## config.mk

```make
export PLATFORM = sky130hd
export DESIGN_NAME = hazard_scoreboard_unit
export DESIGN_NICKNAME = d
export VERILOG_FILES = /design/src/rtl/hazard_pkg.sv /design/src/rtl/hazard_fwd_mux_sel.sv /design/src/rtl/hazard_scoreboard_unit.sv
export SDC_FILE = /design/constraint.sdc
export NUM_CORES = 1
export LEC_CHECK = 0
export CAP_MARGIN = 20
export CORE_ASPECT_RATIO = 2
export CORE_MARGIN = 2
export CORE_UTILIZATION = 32
export DETAILED_ROUTE_END_ITERATION = 10
export PLACE_DENSITY_LB_ADDON = 0.25
export SLEW_MARGIN = 40
export SYNTH_ARGS = -nofsm -noshare
export SYNTH_HDL_FRONTEND = slang
export SYNTH_HIERARCHICAL = 1
export SYNTH_SLANG_ARGS = --single-unit
```

## constraint.sdc

```tcl
create_clock -name i_clk -period 3.1 [get_ports i_clk]
set_input_delay 0.62 -clock i_clk [delete_from_list [all_inputs] [get_ports i_clk]]
set_output_delay 0.62 -clock i_clk [all_outputs]
set_load 0.1 [all_outputs]
```

## src/rtl/hazard_pkg.sv

```systemverilog
// Shared definitions for the hazard/forwarding controller: opcodes, FSM states,
// forwarding selects and the source-register usage decode.
package hazard_pkg;

    localparam logic [6:0] OP_R      = 7'b0110011;
    localparam logic [6:0] OP_I      = 7'b0010011;
    localparam logic [6:0] OP_LOAD   = 7'b0000011;
    localparam logic [6:0] OP_STORE  = 7'b0100011;
    localparam logic [6:0] OP_BRANCH = 7'b1100011;
    localparam logic [6:0] OP_JALR   = 7'b1100111;

    typedef enum logic [1:0] {
        HZ_RUN,
        HZ_LOAD_WAIT,
        HZ_MC_BUSY
    } hz_state_e;

    typedef enum logic [1:0] {
        FWD_IDEX = 2'b00,
        FWD_MEM  = 2'b01,
        FWD_WB   = 2'b10
    } fwd_sel_e;

    // Returns {rs2_used, rs1_used}; LUI, AUIPC, JAL and unknown opcodes read nothing.
    function automatic logic [1:0] rs_used(input logic [6:0] opcode);
        case (opcode)
            OP_R, OP_STORE, OP_BRANCH: rs_used = 2'b11;
            OP_I, OP_LOAD, OP_JALR:    rs_used = 2'b01;
            default:                   rs_used = 2'b00;
        endcase
    endfunction

endpackage

```

## src/rtl/hazard_fwd_mux_sel.sv

```systemverilog
// Operand forwarding selector for one EX source: MEM result wins over WB, x0 never forwards.
module hazard_fwd_mux_sel
    import hazard_pkg::*;
#(
    parameter int REG_AW = 5
) (
    input  logic [REG_AW-1:0] rs_addr,
    input  logic              rd_wren_mem,
    input  logic [REG_AW-1:0] rd_addr_mem,
    input  logic              rd_wren_wb,
    input  logic [REG_AW-1:0] rd_addr_wb,
    output logic [1:0]        fwd_sel
);

    fwd_sel_e sel;

    always_comb begin
        sel = FWD_IDEX;
        if (rs_addr != '0) begin
            if (rd_wren_mem && (rd_addr_mem == rs_addr)) begin
                sel = FWD_MEM;
            end else if (rd_wren_wb && (rd_addr_wb == rs_addr)) begin
                sel = FWD_WB;
            end
        end
    end

    assign fwd_sel = sel;

endmodule

```

## src/rtl/hazard_scoreboard_unit.sv

```systemverilog
// Hazard and forwarding controller: load-use stalls, multi-cycle EX freeze with watchdog,
// mispredict flush. Optional performance counters under HAZARD_PERF_EN.
module hazard_scoreboard_unit
    import hazard_pkg::*;
#(
    parameter int REG_AW         = 5,
    parameter int LOAD_STALL_CYC = 1,
    parameter int MC_MAX_CYC     = 64
) (
    input  logic              i_clk,
    input  logic              i_reset,
    input  logic [31:0]       i_instr_id,
    input  logic [REG_AW-1:0] i_rs1_addr_id,
    input  logic [REG_AW-1:0] i_rs2_addr_id,
    input  logic              i_mem_ren_ex,
    input  logic [REG_AW-1:0] i_rd_addr_ex,
    input  logic [REG_AW-1:0] i_rs1_addr_ex,
    input  logic [REG_AW-1:0] i_rs2_addr_ex,
    input  logic              i_rd_wren_mem,
    input  logic [REG_AW-1:0] i_rd_addr_mem,
    input  logic              i_rd_wren_wb,
    input  logic [REG_AW-1:0] i_rd_addr_wb,
    input  logic              i_mc_start,
    input  logic              i_mc_done,
    input  logic              i_mispredict,
    output logic              o_stall_pc,
    output logic              o_stall_if_id,
    output logic              o_stall_id_ex,
    output logic              o_flush_if_id,
    output logic              o_flush_id_ex,
    output logic              o_flush_ex_mem,
    output logic [1:0]        o_forward_a,
    output logic [1:0]        o_forward_b,
    output logic              o_mc_timeout
`ifdef HAZARD_PERF_EN
    ,
    output logic [31:0]       o_stall_cnt,
    output logic [31:0]       o_flush_cnt
`endif
);

    localparam int          WD_W          = $clog2(MC_MAX_CYC + 1);
    localparam logic [WD_W-1:0] WD_MAX    = WD_W'(MC_MAX_CYC);
    localparam logic [1:0]  LOAD_CNT_INIT = 2'(LOAD_STALL_CYC - 1);

    hz_state_e        state_reg, state_next;
    logic [1:0]       cnt_reg, cnt_next;
    logic [WD_W-1:0]  wd_reg, wd_next;

    logic stall_front, stall_ex, flush_if_id, flush_id_ex, flush_ex_mem;
    logic mc_timeout, mispredict_acc;
    logic load_use;
    logic [1:0] used;
    logic unused_instr_bits;

    assign unused_instr_bits = ^i_instr_id[31:7];

    // Forwarding is independent of FSM state: one selector per EX source operand.
    logic [REG_AW-1:0] rs_ex [2];
    logic [1:0]        fwd_sel [2];
    assign rs_ex[0] = i_rs1_addr_ex;
    assign rs_ex[1] = i_rs2_addr_ex;

    genvar gi;
    generate
        for (gi = 0; gi < 2; gi++) begin : g_fwd
            hazard_fwd_mux_sel #(.REG_AW(REG_AW)) u_sel (
                .rs_addr     (rs_ex[gi]),
                .rd_wren_mem (i_rd_wren_mem),
                .rd_addr_mem (i_rd_addr_mem),
                .rd_wren_wb  (i_rd_wren_wb),
                .rd_addr_wb  (i_rd_addr_wb),
                .fwd_sel     (fwd_sel[gi])
            );
        end
    endgenerate

    assign o_forward_a = fwd_sel[0];
    assign o_forward_b = fwd_sel[1];

    assign used     = rs_used(i_instr_id[6:0]);
    assign load_use = i_mem_ren_ex && (i_rd_addr_ex != '0) &&
                      ((used[0] && (i_rs1_addr_id == i_rd_addr_ex)) ||
                       (used[1] && (i_rs2_addr_id == i_rd_addr_ex)));

    always_comb begin
        state_next     = state_reg;
        cnt_next       = cnt_reg;
        wd_next        = wd_reg;
        stall_front    = 1'b0;
        stall_ex       = 1'b0;
        flush_if_id    = 1'b0;
        flush_id_ex    = 1'b0;
        flush_ex_mem   = 1'b0;
        mc_timeout     = 1'b0;
        mispredict_acc = 1'b0;
        case (state_reg)
            HZ_RUN: begin
                if (i_mispredict) begin
                    flush_if_id    = 1'b1;
                    flush_id_ex    = 1'b1;
                    mispredict_acc = 1'b1;
                end else if (i_mc_start) begin
                    // A single-cycle op (done with start) never freezes the pipe.
                    if (!i_mc_done) begin
                        stall_front  = 1'b1;
                        stall_ex     = 1'b1;
                        flush_ex_mem = 1'b1;
                        wd_next      = WD_W'(1);
                        state_next   = HZ_MC_BUSY;
                    end
                end else if (load_use) begin
                    stall_front = 1'b1;
                    flush_id_ex = 1'b1;
                    if (LOAD_STALL_CYC > 1) begin
                        cnt_next   = LOAD_CNT_INIT;
                        state_next = HZ_LOAD_WAIT;
                    end
                end
            end
            HZ_LOAD_WAIT: begin
                stall_front = 1'b1;
                flush_id_ex = 1'b1;
                if (cnt_reg <= 2'd1) begin
                    state_next = HZ_RUN;
                end else begin
                    cnt_next = cnt_reg - 2'd1;
                end
            end
            HZ_MC_BUSY: begin
                // wd_reg counts busy cycles already spent, including the start cycle.
                if (i_mc_done) begin
                    state_next = HZ_RUN;
                end else if (wd_reg >= WD_MAX) begin
                    mc_timeout = 1'b1;
                    state_next = HZ_RUN;
                end else begin
                    stall_front  = 1'b1;
                    stall_ex     = 1'b1;
                    flush_ex_mem = 1'b1;
                    wd_next      = wd_reg + WD_W'(1);
                end
            end
            default: state_next = HZ_RUN;
        endcase
    end

    always_ff @(posedge i_clk) begin
        if (i_reset) begin
            state_reg <= HZ_RUN;
            cnt_reg   <= '0;
            wd_reg    <= '0;
        end else begin
            state_reg <= state_next;
            cnt_reg   <= cnt_next;
            wd_reg    <= wd_next;
        end
    end

    assign o_stall_pc     = stall_front & ~i_reset;
    assign o_stall_if_id  = stall_front & ~i_reset;
    assign o_stall_id_ex  = stall_ex & ~i_reset;
    assign o_flush_if_id  = flush_if_id & ~i_reset;
    assign o_flush_id_ex  = flush_id_ex & ~i_reset;
    assign o_flush_ex_mem = flush_ex_mem & ~i_reset;
    assign o_mc_timeout   = mc_timeout & ~i_reset;

`ifdef HAZARD_PERF_EN
    logic [31:0] stall_cnt_reg, flush_cnt_reg;

    always_ff @(posedge i_clk) begin
        if (i_reset) begin
            stall_cnt_reg <= '0;
            flush_cnt_reg <= '0;
        end else begin
            if (o_stall_pc) stall_cnt_reg <= stall_cnt_reg + 32'd1;
            if (mispredict_acc) flush_cnt_reg <= flush_cnt_reg + 32'd1;
        end
    end

    assign o_stall_cnt = stall_cnt_reg;
    assign o_flush_cnt = flush_cnt_reg;
`endif

endmodule

```

# --- After elaboration in Yosys (flattened, before gate mapping) ---
# Index checks and enable logic that the tools add are counted.
classes:
  mux: 38
  magnitude_cmp: 2
  eq_ne: 21
  reduce_logical: 19
  bitwise_logic: 7
  add_sub_neg: 2
ops:
  columns: ["operator", "n"]
  rows:
  - ["7-bit two-way mux", 5]
  - ["5-bit equality test", 6]
  - ["2-bit two-way mux", 12]
  - ["1-bit two-way mux", 15]
  - ["5-bit nonzero test", 3]
  - ["7-bit by 6-bit equality test with 1-bit output, second input constant", 2]
  - ["7-bit equality test, second input constant", 2]
  - ["7-bit case mux with 2 select lines", 1]
  - ["2-bit != test, second input constant", 6]
  - ["1-bit logical AND", 8]
  - ["7-bit by 1-bit adder with 7-bit output, second input constant", 1]
  - ["7-bit by 2-bit equality test with 1-bit output, second input constant", 1]
  - ["7-bit by 5-bit equality test with 1-bit output, second input constant", 1]
  - ["7-bit >= comparator, second input constant", 1]
  - ["2-bit case mux with 3 select lines", 1]
  - ["6-bit AND reduction", 1]
  - ["3-bit OR reduction", 2]
  - ["1-bit AND", 5]
  - ["5-bit AND reduction", 1]
  - ["1-bit case mux with 2 select lines", 2]
  - ["2-bit case mux with 2 select lines", 1]
  - ["3-bit != test, second input constant", 1]
  - ["1-bit case mux with 3 select lines", 1]
  - ["2-bit by 1-bit equality test with 1-bit output, second input constant", 1]
  - ["8 further kinds", 9]
word_totals:
  in_bits: 75
  register_bits: 11
  out_inout_bits: 11
  elab_cells: 92

# --- Depth between registers and ports, before layout ---
depth:
  depth_word: 11
  mapped_depth: 5
  ltp_nobuf: 5

# --- By module ---
# Netlist, hierarchy kept.
by_module_without_submodules:
  columns: ["module", "n_inst", "cells_per_inst", "seq_area_each_um2", "area_per_inst_um2"]
  rows:
  - ["hazard_scoreboard_unit", 1, 70, 160.2, 586.8]
  - ["hazard_fwd_mux_sel", 2, 18, 0.0, 135.1]

# --- Least setup slack after synthesis ---
# No wires, ideal clock.
synth_path:
  path_type: "input to output"
  startpoint: "input i_instr_id[3]"
  endpoint: "output o_stall_pc"
  stages: 5
  slack_ns: -1.759
  t_required_ns: 2.480
  arrival_ns: 4.239
  path_cell_list: "nand4b_1 > a2111oi_0 > o21ai_0 > o32ai_1 > buf_4"
synth_between:
  elab_chain_cells: 11
  word_cells_on_any_way: 18
  cone_classes: "eq/ne (6); mux (5); bitwise (1); reduce/logical (6)"
synth_rtl:
  columns: ["element", "line_no", "source"]
  rows:
  - ["start, declared", "hazard_scoreboard_unit.sv:12", "input logic [31:0] i_instr_id,"]
  - ["7-bit by 5-bit equality test with 1-bit output (tied with other cells)", "hazard_pkg.sv:26", "case (opcode)"]
  - ["3-bit OR reduction", "hazard_pkg.sv:26", null]
  - ["2-bit case mux with 2 select lines *", "hazard_pkg.sv:26", null]
  - ["1-bit logical AND (on tied branches)", "hazard_scoreboard_unit.sv:83, hazard_scoreboard_unit.sv:84", null]
  - ["1-bit logical OR *", "hazard_scoreboard_unit.sv:83", "((used[0] && (i_rs1_addr_id == i_rd_addr_ex)) ||"]
  - ["1-bit logical AND *", "hazard_scoreboard_unit.sv:82", "assign load_use = i_mem_ren_ex && (i_rd_addr_ex != '0) &&"]
  - ["1-bit two-way mux *", "hazard_scoreboard_unit.sv:112", "end else if (load_use) begin"]
  - ["1-bit two-way mux *", "hazard_scoreboard_unit.sv:103", "end else if (i_mc_start) begin"]
  - ["1-bit two-way mux *", "hazard_scoreboard_unit.sv:99", "if (i_mispredict) begin"]
  - ["1-bit case mux with 3 select lines *", "hazard_scoreboard_unit.sv:97", "case (state_reg)"]
  - ["1-bit AND *", null, null]
  - ["end, declared", "hazard_scoreboard_unit.sv:26", "output logic o_stall_pc,"]
# Every way passes the cells marked *; elsewhere a longest branch is shown, timed or not.

# --- Final worst setup path ---
layout_path:
  startpoint: "input i_rd_addr_ex[4]"
  endpoint: "output o_flush_id_ex"
layout_between:
  elab_chain_cells: 9
  word_cells_on_any_way: 13
  cone_classes: "eq/ne (2); mux (4); bitwise (1); reduce/logical (6)"
layout_rtl:
  columns: ["element", "line_no", "source"]
  rows:
  - ["start, declared", "hazard_scoreboard_unit.sv:16", "input logic [REG_AW-1:0] i_rd_addr_ex,"]
  - ["5-bit equality test (on tied branches)", "hazard_scoreboard_unit.sv:83, hazard_scoreboard_unit.sv:84", null]
  - ["1-bit logical AND (on tied branches)", "hazard_scoreboard_unit.sv:83, hazard_scoreboard_unit.sv:84", null]
  - ["1-bit logical OR", "hazard_scoreboard_unit.sv:83", null]
  - ["1-bit logical AND *", "hazard_scoreboard_unit.sv:82", null]
  - ["1-bit two-way mux *", "hazard_scoreboard_unit.sv:112", null]
  - ["1-bit two-way mux *", "hazard_scoreboard_unit.sv:103", null]
  - ["1-bit two-way mux *", "hazard_scoreboard_unit.sv:99", null]
  - ["1-bit case mux with 2 select lines *", "hazard_scoreboard_unit.sv:97", null]
  - ["1-bit AND *", "hazard_scoreboard_unit.sv:164", "assign o_flush_id_ex = flush_id_ex & ~i_reset;"]
  - ["end, declared", "hazard_scoreboard_unit.sv:30", "output logic o_flush_id_ex,"]
# Marks and branches as above.

==> impl_metrics.yaml <==
power_and_ir_drop:
  powerDensity_mw_per_mm2: 245
  p_sw_share_pct: 32.1
  power_mw: 0.433
  p_seq_share_pct: 24.6
  p_clk_share_pct: 28.9
  p_switching_mw: 0.139
  vdd_drop_max_uv: 305
  p_int_mw: 0.294
  leakagePower_nw: 0.613
  p_comb_share_pct: 46.5
run_status:
  status: "finished, final reports clean"
logic_synthesis:
  yosysWarnings: 6
  yosys_most_used_dff: "dfxtp_1"
  synth_edf_count: 0
  synth_seq_cells: 8
  synthArstFlopShare_pct: 0
  syn_nets: 182
  yosysUniqueCellTypes: 33
  syn_inst: 106
  yosysSeqAreaShare_pct: 18.7
  synth_area_per_cell_um2: 8.09
  synthesis.area_um2: 857
cts:
  cts_root_buffer: "clkbuf_8"
  tritoncts: "done"
  postCtsSetupBuffers: 0
  hold_buffers: 0
  cts_num_sinks: 8
  clockBufferDepth: 2
  clk_pin_slew_ns: 0.04
  cts_buffers: 3
  cts_htree_levels: 1
  clock_latency_ns: 0.23
sta:
  hold_viol_final: 0
  finalSetupTns_ns: 0
  setup_ws_ns: 0.0720
  slew-limit-headroom_pct: 73.6
  fin_crit_ns: 3.03
  clock.fmax_ghz: 0.330
  clock_skew_ns: 0.00168
  maxSlewViolCount: 0
  tightest_slew_ns: 0.390
  setup_viol: 0
  post-route-period-util_pct: 97.7
  whs_ns: 0.486
finish:
  fin_cells: 198
  n_antenna_cell: 0
  drive_gt1_share_pct: 20.0
  largest_reg_flops: 7
  nNetsFinal: 248
  final_util_pct: 69.6
  syn2layout_area_growth_pct: 106
  design_area_mm2: 0.00177
die:
  ios: 86
  design.die.area_mm2: 0.00313
  die_y_um: 77.2
  start_util_pct: 33.8
  row_count: 26
  core_mm2: 0.00254
  die_w_um: 40.6
drt:
  drt-initial-drc-count: 6
  drt-total-wl_um: 3180
  wl_met1_um: 959
  wl_per_cell_um: 16.0
  wl_met2_um: 1840
  route.met3.wl_um: 287
  highest_layer: "met4"
  num_vias: 1063
  drc_errors: 0
  drtPass1Iterations: 4
  viasPerCell: 5.37
  detail-route-antenna-nets: 0
placement:
  placed_cells: 195
  portBuffers: 60
  dp_hpwl_um: 2680
  place_area_mm2: 0.00169
  place.gp.congestion: 0.804
  post-place-ws_ns: -0.110
flow_run:
  drv_cap: 0
global_route:
  overflow: 0
  grt_pass1_wl_um: 4760
  antenna_found_initial: 0
  grtUsageTotal_pct: 21.3
  grt_max_degree: 9
  grt_pass1_vias: 1140
setup_path:
  worstPathArrival_ns: 2.41
  crit_path_start_kind: "input pin"
  critPathRequiredTime_ns: 2.48
  worstSetupPathType: "in2out"
  end_kind: "output pin"
  cp_max_fo: 3
hold_path:
  hold_class: "reg2reg"
[layout by cell type, fill, tap and decap left out, types with 3 or more instances in the layout]
cell type,count
a211oi_1,3
buf_12,11
buf_4,4
clkbuf_8,3
clkdlybuf4s50_1,49
dfxtp_1,8
nand2_1,6
nand3_1,3
nor2_1,9
nor2_2,3
or4_1,4
xnor2_1,15
xor2_1,18
[metal layers]
| metal | up-vias | global-route usage [%] |
|---|---|---|
| met4 | 0 | 10.3 |
| met2 | 48 | 40.6 |
| met3 | 9 | 4.62 |
| met1 | 495 | 17.4 |
| li1 | 511 | - |
| met5 | - | 0 |
[cell families after synthesis]
family / after synthesis / synth area share (%)
simple gates: 42 / 28.3
buf+inv: 5 / 3.07
xor+xnor: 33 / 33.7
flops: 8 / 18.7
compound gates: 17 / 14.7
fa+ha+maj: 1 / 1.46
[cell type report]
type | count | area, um^2
fillers | 209 | 771
multi-input cells | 93 | 782
clock buffers | 3 | 41.3
flip-flops and latches | 8 | 160
inverters | 2 | 7.51
repair buffers | 64 | 741
well taps | 28 | 35.0
[path summary, 6_finish.rpt]
kind                   startpoint  cells after the start             to  slack (ns)
setup / recovery  i_rd_addr_ex[4]                      7  o_flush_id_ex        0.07
hold / removal          wd_reg[5]                      2      wd_reg[5]        0.49
setup reg to reg     state_reg[1]                      4      wd_reg[5]        1.25
hold reg to reg         wd_reg[5]                      2      wd_reg[5]        0.49
[cell usage after synthesis (all sizes together) (3+ instances only)]
cell    number  area [um^2]
a211oi       3         22.5
dfxtp        8          160
nand2        6         22.5
nand3        3         15.0
nor2        12         50.1
nor4         4         25.0
or4          4         30.0
xnor2       15          131
xor2        18          158
[what timing repair did]
action                                  in CTS  in global routing
endpoints found under the setup margin       3                  3
pin swaps                                    1                  0
resized for setup                            3                  5
[power groups by stage]
stage	clock, mW	combinational [mW]	sequential [mW]
after floorplan	0	0.0878	0.108
after global placement	0	0.190	0.108
after detailed placement	0	0.196	0.108
after CTS	0.128	0.197	0.107
after global routing	0.133	0.214	0.107
final	0.125	0.202	0.107
[worst max-delay path, cell delays in order]
cell and delay [ns]:
clkdlybuf4s50_1 0.47, xor2_1 0.20, nor4_2 0.32, a22oi_2 0.16
buf_4 0.17, o31ai_4 0.25, buf_12 0.21
Power figures use the tool's default switching activity.
